==> src/rtl/fpu_pkg.sv <==
// Shared floating-point definitions for the integer-to-float converter.
//   rm_e              : RISC-V rounding-mode encoding (RM_RNE..RM_RMM)
//   FLAG_*            : bit positions inside the {NV,DZ,OF,UF,NX} fflags vector
//   mant_w/exp_w/bias : IEEE-754 field sizes for a 32-bit (single) or
//                       64-bit (double) result, selected by bus width
package fpu_pkg;

  typedef enum logic [2:0] {
    RM_RNE = 3'd0,
    RM_RTZ = 3'd1,
    RM_RDN = 3'd2,
    RM_RUP = 3'd3,
    RM_RMM = 3'd4
  } rm_e;

  localparam int FLAG_NX = 0;
  localparam int FLAG_UF = 1;
  localparam int FLAG_OF = 2;
  localparam int FLAG_DZ = 3;
  localparam int FLAG_NV = 4;

  function automatic int mant_w(input int bw);
    return (bw == 32) ? 23 : 52;
  endfunction

  function automatic int exp_w(input int bw);
    return (bw == 32) ? 8 : 11;
  endfunction

  function automatic int bias(input int bw);
    return (bw == 32) ? 127 : 1023;
  endfunction

endpackage

==> src/rtl/lead_one_det.sv <==
// Combinational leading-one detector.
//   vec   : input vector
//   idx   : bit position of the highest set bit of vec (0 when vec is zero)
//   found : vec has at least one bit set
module lead_one_det #(
  parameter int W = 64,
  localparam int IW = $clog2(W)
) (
  input  logic [W-1:0]  vec,
  output logic [IW-1:0] idx,
  output logic          found
);

  // Scan upward so the last (highest) set bit wins.
  always_comb begin
    idx   = '0;
    found = 1'b0;
    for (int i = 0; i < W; i++) begin
      if (vec[i]) begin
        idx   = IW'(i);
        found = 1'b1;
      end
    end
  end

endmodule

==> src/rtl/fcvt_i2f_pipe.sv <==
// Three-stage integer to IEEE-754 converter (int32->single or int64->double).
//   clk, rst_n          : clock (rising edge), asynchronous active-low reset
//   in_valid/in_ready   : operand handshake; in_ready is low during flush
//   in_data             : integer operand
//   in_unsigned         : 1 = unsigned operand, 0 = two's complement
//   in_rm               : rounding mode (codes 5-7 behave as RNE)
//   flush               : drop every operation in flight
//   out_valid/out_ready : result handshake; result held while stalled
//   out_data            : packed float, reads 0 whenever out_valid is 0
//   out_flags           : {NV,DZ,OF,UF,NX}, only when FCVT_I2F_FLAGS_EN is defined
// Optional feature macro: FCVT_I2F_FLAGS_EN (adds out_flags and NX generation).
module fcvt_i2f_pipe
  import fpu_pkg::*;
#(
  parameter int BUS_WIDTH = 64,
  parameter int FLAG_W    = 5
) (
  input  logic                 clk,
  input  logic                 rst_n,
  input  logic                 in_valid,
  output logic                 in_ready,
  input  logic [BUS_WIDTH-1:0] in_data,
  input  logic                 in_unsigned,
  input  logic [2:0]           in_rm,
  input  logic                 flush,
  output logic                 out_valid,
  input  logic                 out_ready,
  output logic [BUS_WIDTH-1:0] out_data
`ifdef FCVT_I2F_FLAGS_EN
  ,
  output logic [FLAG_W-1:0]    out_flags
`endif
);

  localparam int MANT = mant_w(BUS_WIDTH);
  localparam int EXP  = exp_w(BUS_WIDTH);
  localparam int BIAS = bias(BUS_WIDTH);
  localparam int IW   = $clog2(BUS_WIDTH);

  function automatic logic round_inc(input logic [2:0] rm, input logic sign,
                                     input logic lsb, input logic g, input logic s);
    logic inc;
    case (rm)
      RM_RTZ:  inc = 1'b0;
      RM_RDN:  inc = sign && (g || s);
      RM_RUP:  inc = !sign && (g || s);
      RM_RMM:  inc = g;
      default: inc = g && (s || lsb);
    endcase
    return inc;
  endfunction

  logic                 vld_p0, vld_p1, vld_p2;
  logic                 adv, take;

  logic                 sign_in;
  logic [BUS_WIDTH-1:0] mag_in;

  logic                 sign_p0;
  logic [2:0]           rm_p0;
  logic [BUS_WIDTH-1:0] mag_p0;

  logic [IW-1:0]        lo_idx;
  logic                 lo_found;
  logic [IW:0]          sh;
  logic [BUS_WIDTH-1:0] norm_c;
  logic [EXP-1:0]       exp_c;

  logic                 sign_p1, zero_p1;
  logic [2:0]           rm_p1;
  logic [BUS_WIDTH-1:0] norm_p1;
  logic [EXP-1:0]       exp_p1;

  logic [MANT-1:0]      frac_c;
  logic                 g_c, s_c, inc_c;
  logic [MANT:0]        sum_c;
  logic [EXP-1:0]       exp_r;
  logic [BUS_WIDTH-1:0] packed_c;

  logic [BUS_WIDTH-1:0] data_p2;

  // Every stage moves whenever the output register is empty or being drained.
  assign adv      = !vld_p2 || out_ready;
  assign in_ready = adv && !flush;
  assign take     = in_valid && in_ready;

  always_ff @(posedge clk or negedge rst_n) begin
    if (!rst_n) begin
      vld_p0 <= 1'b0;
      vld_p1 <= 1'b0;
      vld_p2 <= 1'b0;
    end else if (flush) begin
      vld_p0 <= 1'b0;
      vld_p1 <= 1'b0;
      vld_p2 <= 1'b0;
    end else if (adv) begin
      vld_p0 <= take;
      vld_p1 <= vld_p0;
      vld_p2 <= vld_p1;
    end
  end

  // ---- S1: sign and absolute value ----
  assign sign_in = in_data[BUS_WIDTH-1] && !in_unsigned;
  assign mag_in  = sign_in ? -in_data : in_data;

  always_ff @(posedge clk) begin
    if (adv) begin
      sign_p0 <= sign_in;
      rm_p0   <= in_rm;
      mag_p0  <= mag_in;
    end
  end

  // ---- S2: leading-one index and normalising shift ----
  lead_one_det #(.W(BUS_WIDTH)) u_lod (
    .vec   (mag_p0),
    .idx   (lo_idx),
    .found (lo_found)
  );

  // Shift one past the leading one so it falls off the top; the register then
  // holds exactly the fraction, guard and sticky bits.
  assign sh     = (IW+1)'(BUS_WIDTH) - {1'b0, lo_idx};
  assign norm_c = mag_p0 << sh;
  assign exp_c  = EXP'(BIAS) + EXP'(lo_idx);

  always_ff @(posedge clk) begin
    if (adv) begin
      sign_p1 <= sign_p0;
      zero_p1 <= !lo_found;
      rm_p1   <= rm_p0;
      norm_p1 <= norm_c;
      exp_p1  <= exp_c;
    end
  end

  // ---- S3: round, renormalise, pack ----
  assign frac_c = norm_p1[BUS_WIDTH-1 -: MANT];
  assign g_c    = norm_p1[BUS_WIDTH-1-MANT];
  assign s_c    = |norm_p1[BUS_WIDTH-2-MANT:0];
  assign inc_c  = round_inc(rm_p1, sign_p1, frac_c[0], g_c, s_c);
  assign sum_c  = {1'b0, frac_c} + {{MANT{1'b0}}, inc_c};
  // A carry out leaves the low fraction bits all zero, so only the exponent moves.
  assign exp_r  = exp_p1 + EXP'(sum_c[MANT]);
  assign packed_c = zero_p1 ? '0 : {sign_p1, exp_r, sum_c[MANT-1:0]};

  always_ff @(posedge clk) begin
    if (adv) begin
      data_p2 <= packed_c;
    end
  end

  assign out_valid = vld_p2;
  assign out_data  = vld_p2 ? data_p2 : '0;

`ifdef FCVT_I2F_FLAGS_EN
  logic [FLAG_W-1:0] flags_p2;

  always_ff @(posedge clk) begin
    if (adv) begin
      flags_p2          <= '0;
      flags_p2[FLAG_NX] <= g_c || s_c;
    end
  end

  assign out_flags = vld_p2 ? flags_p2 : '0;
`endif

endmodule

==> config.mk <==
export PLATFORM = sky130hd
export DESIGN_NAME = fcvt_i2f_pipe
export DESIGN_NICKNAME = d
export VERILOG_FILES = /design/src/rtl/fpu_pkg.sv /design/src/rtl/lead_one_det.sv /design/src/rtl/fcvt_i2f_pipe.sv
export SDC_FILE = /design/constraint.sdc
export NUM_CORES = 1
export LEC_CHECK = 0
export ABC_CLOCK_PERIOD_IN_PS = 5500
export CORE_MARGIN = 2
export CORE_UTILIZATION = 53
export DETAILED_ROUTE_END_ITERATION = 16
export PLACE_DENSITY = 0.83
export SYNTH_ARGS = -nofsm -noshare
export SYNTH_HDL_FRONTEND = slang
export SYNTH_SLANG_ARGS = --single-unit
==> constraint.sdc <==
create_clock -name clk -period 5.5 [get_ports clk]
set_clock_uncertainty 0.2 [all_clocks]
set_input_delay 0.825 -clock clk [delete_from_list [all_inputs] [get_ports clk]]
set_output_delay 0.825 -clock clk [all_outputs]
set_load 0.05 [all_outputs]
==> Yosys cells after proc, flatten, opt, wreduce, memory -nomap -nowiden <==
Cells that the tools add are included.
{ "word_totals": {"reg_bits": 215, "inputBits": 73, "output_inout_bits": 66} }
{ "op_classes": {"n_addsub": 5, "n_eq_ne": 4, "shift": 1, "n_mux": 136, "n_reduce_logical": 16} }
{ "op_table": {"columns": ["op", "n"], "rows": [
  ["2-to-1 mux 6 bit", 32],
  ["2-to-1 mux 64 bit", 2],
  ["2-to-1 mux 5 bit", 16],
  ["2-to-1 mux 1 bit", 71],
  ["negator 64 bit", 1],
  ["<< shifter 64 x 7 -> 64 bit", 1],
  ["adder 52 x 1 -> 53 bit", 1],
  ["2-to-1 mux 4 bit", 8],
  ["2-to-1 mux 3 bit", 4],
  ["adder 10 x 6 -> 11 bit, first input constant", 1],
  ["adder 11 x 1 -> 11 bit", 1],
  ["OR reduction 11 bit", 1],
  ["subtractor 7 x 6 -> 7 bit, first input constant", 1],
  ["== test 3 x 2 -> 1 bit, second input constant", 2],
  ["logical AND 1 bit", 6],
  ["zero test 1 bit", 5],
  ["2-to-1 mux 2 bit", 2],
  ["one-hot mux 1 bit (4 select lines)", 1],
  ["== test 3 x 1 -> 1 bit, second input constant", 1],
  ["== test 3 bit, second input constant", 1],
  ["logical OR 1 bit", 3],
  ["nonzero test 2 bit", 1]
]} }

==> Longest topological paths before layout <==
Gate-level depths: netlist of the first run.
{ "depth": {"word_depth": 65, "ltp_mapped": 20, "mapped_depth_nobuf": 19} }

==> Cells and area by module <==
A second synthesis of the first run with hierarchy kept.
{ "unflattened": {"hier_cells": 1512, "hier_area_um2": 15576.2} }
{ "modules_own_cells": {"columns": ["mod", "instances", "cells_each", "area_each_um2", "seq_area_each_um2"], "rows": [
  ["fcvt_i2f_pipe", 1, 1369, 14749.1, 6441.2],
  ["lead_one_det", 1, 143, 827.0, 0.0]
]} }

==> Worst setup path after synthesis of the first run <==
Ideal clock, no wire load.
{ "synth_timing": {"kind": "input to register", "from": "input out_ready", "to": "register data_p2[0] (enable)", "arrival_time_ps": 5029, "path_slack_ps": -294, "path_stages": 2, "path_buffers": 0, "path_cell_list": "nor2b_1 inv_1"} }
{ "synth_via": {"elab_chain_len": 1} }
{ "synth_lines": {"columns": ["element", "line", "source"], "rows": [
  ["start, declared", "fcvt_i2f_pipe.sv:27", "input logic out_ready,"],
  ["logical OR 1 bit", "fcvt_i2f_pipe.sv:83", "assign adv = !vld_p2 || out_ready;"],
  ["end signal, assigned", "fcvt_i2f_pipe.sv:150", "data_p2 <= packed_c;"],
  ["end, declared", "fcvt_i2f_pipe.sv:80", "logic [BUS_WIDTH-1:0] data_p2;"]
]} }
No other way between the ends.
A chain may end at the register's enable or synchronous reset.

==> Final worst setup path of the first run <==
{ "layout_timing": {"from": "register rm_p1[0]", "to": "register data_p2[62], data pin"} }
{ "layout_via": {"elab_chain_len": 4, "elab_cells_between_ends": 7} }
{ "layout_lines": {"columns": ["element", "line", "source"], "rows": [
  ["start, declared", "fcvt_i2f_pipe.sv:70", "logic [2:0] rm_p1;"],
  ["start signal, assigned", "fcvt_i2f_pipe.sv:132", "rm_p1 <= rm_p0;"],
  ["== test 3 bit (tied with other cells)", "fcvt_i2f_pipe.sv:43", "case (rm)"],
  ["one-hot mux 1 bit (4 select lines) *", "fcvt_i2f_pipe.sv:43", null],
  ["adder 52 x 1 -> 53 bit *", "fcvt_i2f_pipe.sv:143", "assign sum_c = {1'b0, frac_c} + {{MANT{1'b0}}, inc_c};"],
  ["adder 11 x 1 -> 11 bit *", "fcvt_i2f_pipe.sv:145", "assign exp_r = exp_p1 + EXP'(sum_c[MANT]);"]
]} }
Mark *: on every way between the ends. The rest lies on a longest branch, timed or not.

==> run_results.csv, run 1 <==
group,metric,value,unit
outcome,outcome,"complete, no violations",
power,pwr-share-seq,0.423,
power,p_clk_frac,0.223,
grt,grt_pass1_vias,11500,
grt,overflow,0,
floorplan,die_area,0.0298,mm^2
worst_setup_path,cp_cell_sequence,"xnor2_1, nor3b_1, o21ai_0, nand2_1, ha_1, ha_1, and3_1, nand4_1, nor2_1, nand2_1, nor2_1, nand4_1, nor3_1, and3_1, ha_1, ha_1, nand3_1, or3_1, a21oi_1",
clocking,post_cts_buffers,0,
placed_design,placed_area,0.0170,mm^2
worst_setup_path,start_kind,"flop",
worst_setup_path,critPathSlowestCell,"edfxtp_1",
cells_and_area,syn_to_final_growth,17.7,%
floorplan,die_h,173,um
drt,vias,12300,
yosys,synth_top_area_frac,0.423,
floorplan,die_w,173,um
yosys,synth-simple-area-share,0.193,
worst_setup_path,crit_buf_inv,0,
floorplan,core_area,0.0279,mm^2
yosys,synth_edf_count,212,
worst_setup_path,cp_max_fo,7,
cells_and_area,fin_nets,1663,
yosys,synth-seq-area-share,0.428,
sta,max_freq,204,MHz
yosys,synth_top_family_by_area,"simple AND/OR/NAND/NOR gates",
power,powerDensity,371,mW/mm^2
yosys,async_reset_ff_frac,0.0140,
clocking,cts_num_sinks,215,
clocking,cts_resized,0,
grt,grt_pass1_wl,62.4,mm
grt,grt_max_degree,96,
power,ir_worst_vdd,0.207,mV
clocking,ctsLongestPathBuffers,3,
yosys,syn-cell-area,0.0151,mm^2
sta,hold_violations,0,
drt,drc,0,
clocking,cts_tree,"yes",
yosys,synth_area_leader_cell,"edfxtp_1",
yosys,synthTopCellsByArea,"edfxtp_1 (42%), mux4_2 (8.1%), mux2i_1 (4.5%), xor2_1 (3.7%), nor2_1 (3.6%)",
min_path,hp-class,"reg2reg",
yosys,syn_area_per_cell,10.3,um^2
clocking,cts_made_buffers,23,
yosys,synth_xor_area_frac,0.0662,
sta,final.setup.tns,0,ns
clocking,cts_hold_buf,0,
yosys,synth_fa_ha_area_frac,0.00648,
worst_setup_path,cp_top_family,"simple AND/OR/NAND/NOR gates",
sta,slew_viol_final,0,
clocking,clk-insertion-delay-late,0.51,ns
floorplan,fp-row-count,61,
yosys,synth_ff_type,"edfxtp_1",
drt,drtAntennaViolNets,0,
yosys,synth_cell_types,88,
placed_design,dp.cells,1936,
grt,grt_usage,0.258,
worst_setup_path,required,5.65,ns
cells_and_area,antenna_cells,0,
power,switching_share,0.348,
yosys,synth_most_common_cell,"edfxtp_1",
drt,via_per_inst,6.21,
drt,detail_route.iter0.violations,1225,
worst_setup_path,crit_top_cell,"ha_1",
yosys,synthTopCellsByCount,"edfxtp_1 (212), nor2_1 (143), nand2_1 (107), a21oi_1 (81), and2_1 (75)",
cells_and_area,fin_area,0.0177,mm^2
floorplan,ioPinCount,139,
placed_design,portBuffers,138,
sta,timing.final.crit_share,0.890,
sta,rsz0062_at_grt,"no",
power,p_leak,6.42,nW
floorplan,initial_core_util,0.541,
yosys,syn-instance-count,1456,
yosys,synth_mux_area_frac,0.137,
yosys,ys_ff_latch,215,
cells_and_area,register_area,0.00644,mm^2
clocking,cts_root_buffer,"clkbuf_16",
yosys,syn-num-nets,1536,
worst_setup_path,worstSetupPathType,"reg2reg",
yosys,synth_compound_area_frac,0.133,
cells_and_area,drive_above_1_share,0.111,
worst_setup_path,crit_arrival,5.05,ns
yosys,yosysWarningCount,0,
sta,maxSlewHeadroom,0.456,
drt,totalWireLength,39.1,mm
sta,period_needed,4.90,ns
job,cap_viol_max_count,0,
sta,setup_viol,0,
cells_and_area,fill_cells,2155,
cells_and_area,final_cell_count_no_fill,1976,
cells_and_area,multiInputGateArea,0.00810,mm^2
clocking,path_clk_slew,0.06,ns
power,power.switching,2.29,mW
sta,worstMarginPinSlew,0.809,ns
placed_design,hpwl,30.2,mm
drt,dr.pass1.iters,5,
clocking,htreeDepth,1,
placed_design,place.gp.congestion,1.00,
drt,wl_per_cell,19.8,um
worst_setup_path,end_kind,"flop",
power,p_int,4.29,mW
power,power.share.combinational,0.353,
worst_setup_path,slowest_delay,0.41,ns
grt,antenna_found_initial,0,
## area by class of cell
cell class              instances  area share
repair buffers                189       0.103
well taps                     378      0.0267
multi-input cells            1110       0.457
inverters                      44     0.00967
flip-flops and latches        215       0.363
clock buffers                  26      0.0331
clock inverters                14     0.00727
## logic make-up after synthesis
family          after synthesis
mux                         131
simple gates                566
fa+ha+maj                     8
xor+xnor                    113
buf+inv                     131
compound gates              292
flops                       215
## registers in the layout (all words and copies together), names as in the netlist
name and flops:
sign_p0 1, vld_p1 1, sign_p1 1, zero_p1 1, mag_p0 64, rm_p1 3
data_p2 64, vld_p0 1, norm_p1 64, exp_p1 11, out_valid 1, rm_p0 3
## power by group through the flow
stage          clock (mW)  sequential, mW  combinational [mW]
2_1_floorplan           0            2.66                1.61
3_3_place_gp            0            2.78                2.26
3_5_place_dp            0            2.81                2.28
4_1_cts              1.50            2.78                2.29
5_1_grt              1.56            2.85                2.49
6_report             1.47            2.79                2.33
## routing by layer
metal	global-route usage	vias to the layer above	routed length, um
li1	-	5805	-
met3	0.0312	95	2390
met4	0.104	0	1680
met5	0	-	0
met1	0.337	5847	16100
met2	0.441	533	19000
## per-stage QoR
stage	util	hold slack (ns)	setup slack (ns)	power [mW]
after floorplan	-	0.200	0.298	4.27
after global placement	0.611	0.209	0.710	5.04
after global routing	0.636	0.242	0.178	6.90
final	0.636	0.217	0.604	6.58
after detailed placement	0.611	0.205	0.610	5.10
after CTS	0.636	0.218	0.584	6.57
## placed cells by master (no fill, tap or decap), drive strengths merged, types with 17 or more instances in the layout
master	n
nor2b	17
clkdlybuf4s50	138
nor2	145
xor2	64
xnor2	49
buf	51
nor3	43
nand3	43
or3	23
mux4	58
and3	20
clkbuf	26
mux2i	68
inv	44
nor4	36
a22oi	38
edfxtp	212
and2	76
nand2	108
a21oi	81
o21ai	53
## path summary, 6_finish.rpt
path	start	to	slack, ns	cells past startpoint
setup / recovery	rm_p1[0]	data_p2[62]	0.60	19
hold / removal	rm_p0[2]	rm_p1[2]	0.22	0
setup reg to reg	rm_p1[0]	data_p2[62]	0.60	19
hold reg to reg	rm_p0[2]	rm_p1[2]	0.22	0
max in group asynchronous	rst_n	vld_p1	4.65	1
min in group asynchronous	rst_n	vld_p0	0.31	1
No activity file was read; power rests on OpenSTA's default activity.
==> run 2, diff against run 1 <==
--- a/config.mk
+++ b/config.mk
@@ -9,6 +9,7 @@
 export CORE_MARGIN = 2
 export CORE_UTILIZATION = 53
 export DETAILED_ROUTE_END_ITERATION = 16
+export GPL_ROUTABILITY_DRIVEN = 0
 export PLACE_DENSITY = 0.83
 export SYNTH_ARGS = -nofsm -noshare
 export SYNTH_HDL_FRONTEND = slang
==> run 2 against run 1 <==
  * Global-route usage shrank 1.1 points
  * Hold slack gained 0.0019 ns
  * Power grew 2.6%
  * Critical endpoint is now data_p2[59]
  * Highest routed layer unchanged
==> run_results.csv, run 2 (same netlist as run 1, synthesis figures left out) <==
group,metric,value,unit
clocking,cts_tree,"yes",
worst_setup_path,cp_cell_sequence,"xnor2_1, nor3b_1, o21ai_0, nand2_1, ha_1, ha_1, and3_1, nand4_1, nor2_1, nand2_1, nor2_1, nand4_1, nor3_1, and3_1, ha_1, nand3_1, or3_1, a21oi_1",
floorplan,initial_core_util,0.541,
job,cap_viol_max_count,0,
drt,vias,12600,
clocking,ctsLongestPathBuffers,3,
sta,period_needed,4.95,ns
worst_setup_path,r2r_start,"rm_p1[0]",
clocking,post_cts_buffers,0,
placed_design,dp.cells,1922,
cells_and_area,final_cell_mix,"edfxtp_1 (212), nor2_1 (143), clkdlybuf4s50_1 (138), nand2_1 (107), a21oi_1 (81)",
cells_and_area,reg_top3,"data_p2 (64), mag_p0 (64), norm_p1 (64)",
worst_setup_path,crit_top_cell,"ha_1",
drt,drtAntennaViolNets,0,
cells_and_area,layout_commonest_cell,"edfxtp_1",
drt,wl_met3,3.67,mm
worst_setup_path,start_kind,"flop",
cells_and_area,multiInputGateArea,0.00810,mm^2
placed_design,hpwl,28.2,mm
worst_setup_path,r2r_end,"data_p2[59]",
drt,totalWireLength,38.0,mm
drt,detail_route.iter0.violations,1817,
sta,hold_violations,0,
drt,top_layer_used,"met4",
drt,dr_wl_met2,17.6,mm
cells_and_area,final_cell_count_no_fill,1960,
cells_and_area,fin_nets,1648,
clocking,cts_made_buffers,22,
drt,wl_met1,15.0,mm
clocking,clk-insertion-delay-late,0.52,ns
worst_setup_path,cp_max_fo,7,
sta,worstMarginPinSlew,1.38,ns
floorplan,ioPinCount,139,
clocking,htreeDepth,1,
worst_setup_path,r2r_cells,18,
clocking,cts_hold_buf,0,
clocking,path_clk_slew,0.06,ns
floorplan,core_area,0.0279,mm^2
cells_and_area,syn_to_final_growth,17.4,%
floorplan,die_h,173,um
min_path,whs_path_depth,0,
worst_setup_path,crit_buf_inv,0,
floorplan,fp-row-count,61,
worst_setup_path,worstSetupPathType,"reg2reg",
cells_and_area,fill_cells,2102,
worst_setup_path,reg2reg_slack,0.55,ns
sta,rsz0062_at_grt,"no",
grt,antenna_found_initial,0,
power,powerDensity,382,mW/mm^2
power,ir_worst_vdd,0.224,mV
cells_and_area,antenna_cells,0,
clocking,cts_root_buffer,"clkbuf_16",
cells_and_area,drive_above_1_share,0.102,
worst_setup_path,required,5.65,ns
grt,grt_pass1_vias,11600,
worst_setup_path,slowest_delay,0.43,ns
sta,maxSlewHeadroom,0.0772,
min_path,min-delay-start,"rm_p0[1]",
placed_design,portBuffers,138,
drt,via_per_inst,6.43,
sta,fin_worst_hold_slack,0.218,ns
worst_setup_path,crit_arrival,5.10,ns
floorplan,die_area,0.0298,mm^2
grt,grt_pass1_wl,60.6,mm
cells_and_area,register_area,0.00644,mm^2
min_path,hp-class,"reg2reg",
worst_setup_path,cp_top_family,"simple AND/OR/NAND/NOR gates",
min_path,whs_endpoint,"rm_p1[1]",
drt,wl_per_cell,19.4,um
worst_setup_path,end_kind,"flop",
sta,final.setup.tns,0,ns
power,p_total,6.75,mW
floorplan,die_w,173,um
sta,setup_viol,0,
clocking,cts_resized,0,
drt,dr.pass1.iters,7,
grt,grt_max_degree,137,
outcome,outcome,"complete, no violations",
grt,overflow,0,
worst_setup_path,critPathSlowestCell,"nor3_1",
grt,grt_usage,0.247,
drt,drc,0,
sta,max_freq,202,MHz
clocking,cts_num_sinks,215,
sta,slew_viol_final,0,
power,p_leak,6.38,nW
sta,timing.final.crit_share,0.899,
[run 2: cell types whose count changed in the layout (fill, tap and decap cells not counted), sizes merged]
| cell | before | now |
|---|---|---|
| buf | 51 | 37 |
| bufinv | 2 | 6 |
| clkinv | 9 | 6 |
| clkinvlp | 3 | 1 |
| inv | 44 | 43 |
[run 2: how the worst max path moves through the flow]
stage / cells after the start / to / slack (ns) / from
after floorplan: 17 / norm_p1[48] / 0.30 / mag_p0[50]
after global placement: 19 / data_p2[62] / 0.78 / rm_p1[0]
after detailed placement: 19 / data_p2[62] / 0.62 / rm_p1[0]
after CTS: 18 / data_p2[59] / 0.55 / rm_p1[0]
after global routing: 19 / data_p2[62] / 0.14 / sign_p1
final: 18 / data_p2[59] / 0.55 / rm_p1[0]
[run 2: per-stage QoR]
stage | instance area [um^2] | util | worst slack [ns]
floorplan | 15100 | - | 0.298
global placement | 16900 | 0.606 | 0.777
detailed placement | 16900 | 0.606 | 0.624
CTS | 17700 | 0.635 | 0.553
global route | 17700 | 0.635 | 0.137
finish | 17700 | 0.635 | 0.553
[run 2: final cells by class]
| class | instances | area share |
|---|---|---|
| Multi-Input combinational cell | 1110 | 0.458 |
| Sequential cell | 215 | 0.364 |
| Timing Repair Buffer | 175 | 0.0966 |
| Clock buffer | 26 | 0.0332 |
| Tap cell | 378 | 0.0267 |
| Clock inverter | 12 | 0.0117 |
| Inverter | 44 | 0.00969 |
[run 2: power breakdown]
group	total, mW	switching (mW)	internal (mW)
clock	1.65	0.615	1.04
sequential	2.79	0.361	2.43
combinational	2.31	1.33	0.986
total	6.75	2.30	4.45
[run 2: per-layer routing]
metal	up-vias	global-route usage
met1	5826	0.328
met2	836	0.404
met5	-	0
met3	159	0.0446
li1	5772	-
met4	0	0.0990
==> run 3, diff against run 2 <==
--- a/config.mk
+++ b/config.mk
@@ -10,6 +10,7 @@
 export CORE_UTILIZATION = 53
 export DETAILED_ROUTE_END_ITERATION = 16
 export GPL_ROUTABILITY_DRIVEN = 0
+export GPL_TIMING_DRIVEN = 1
 export PLACE_DENSITY = 0.83
 export SYNTH_ARGS = -nofsm -noshare
 export SYNTH_HDL_FRONTEND = slang
==> results of run 3 <==
Same layout as run 2: the final DEF is identical, and so are final timing and power.
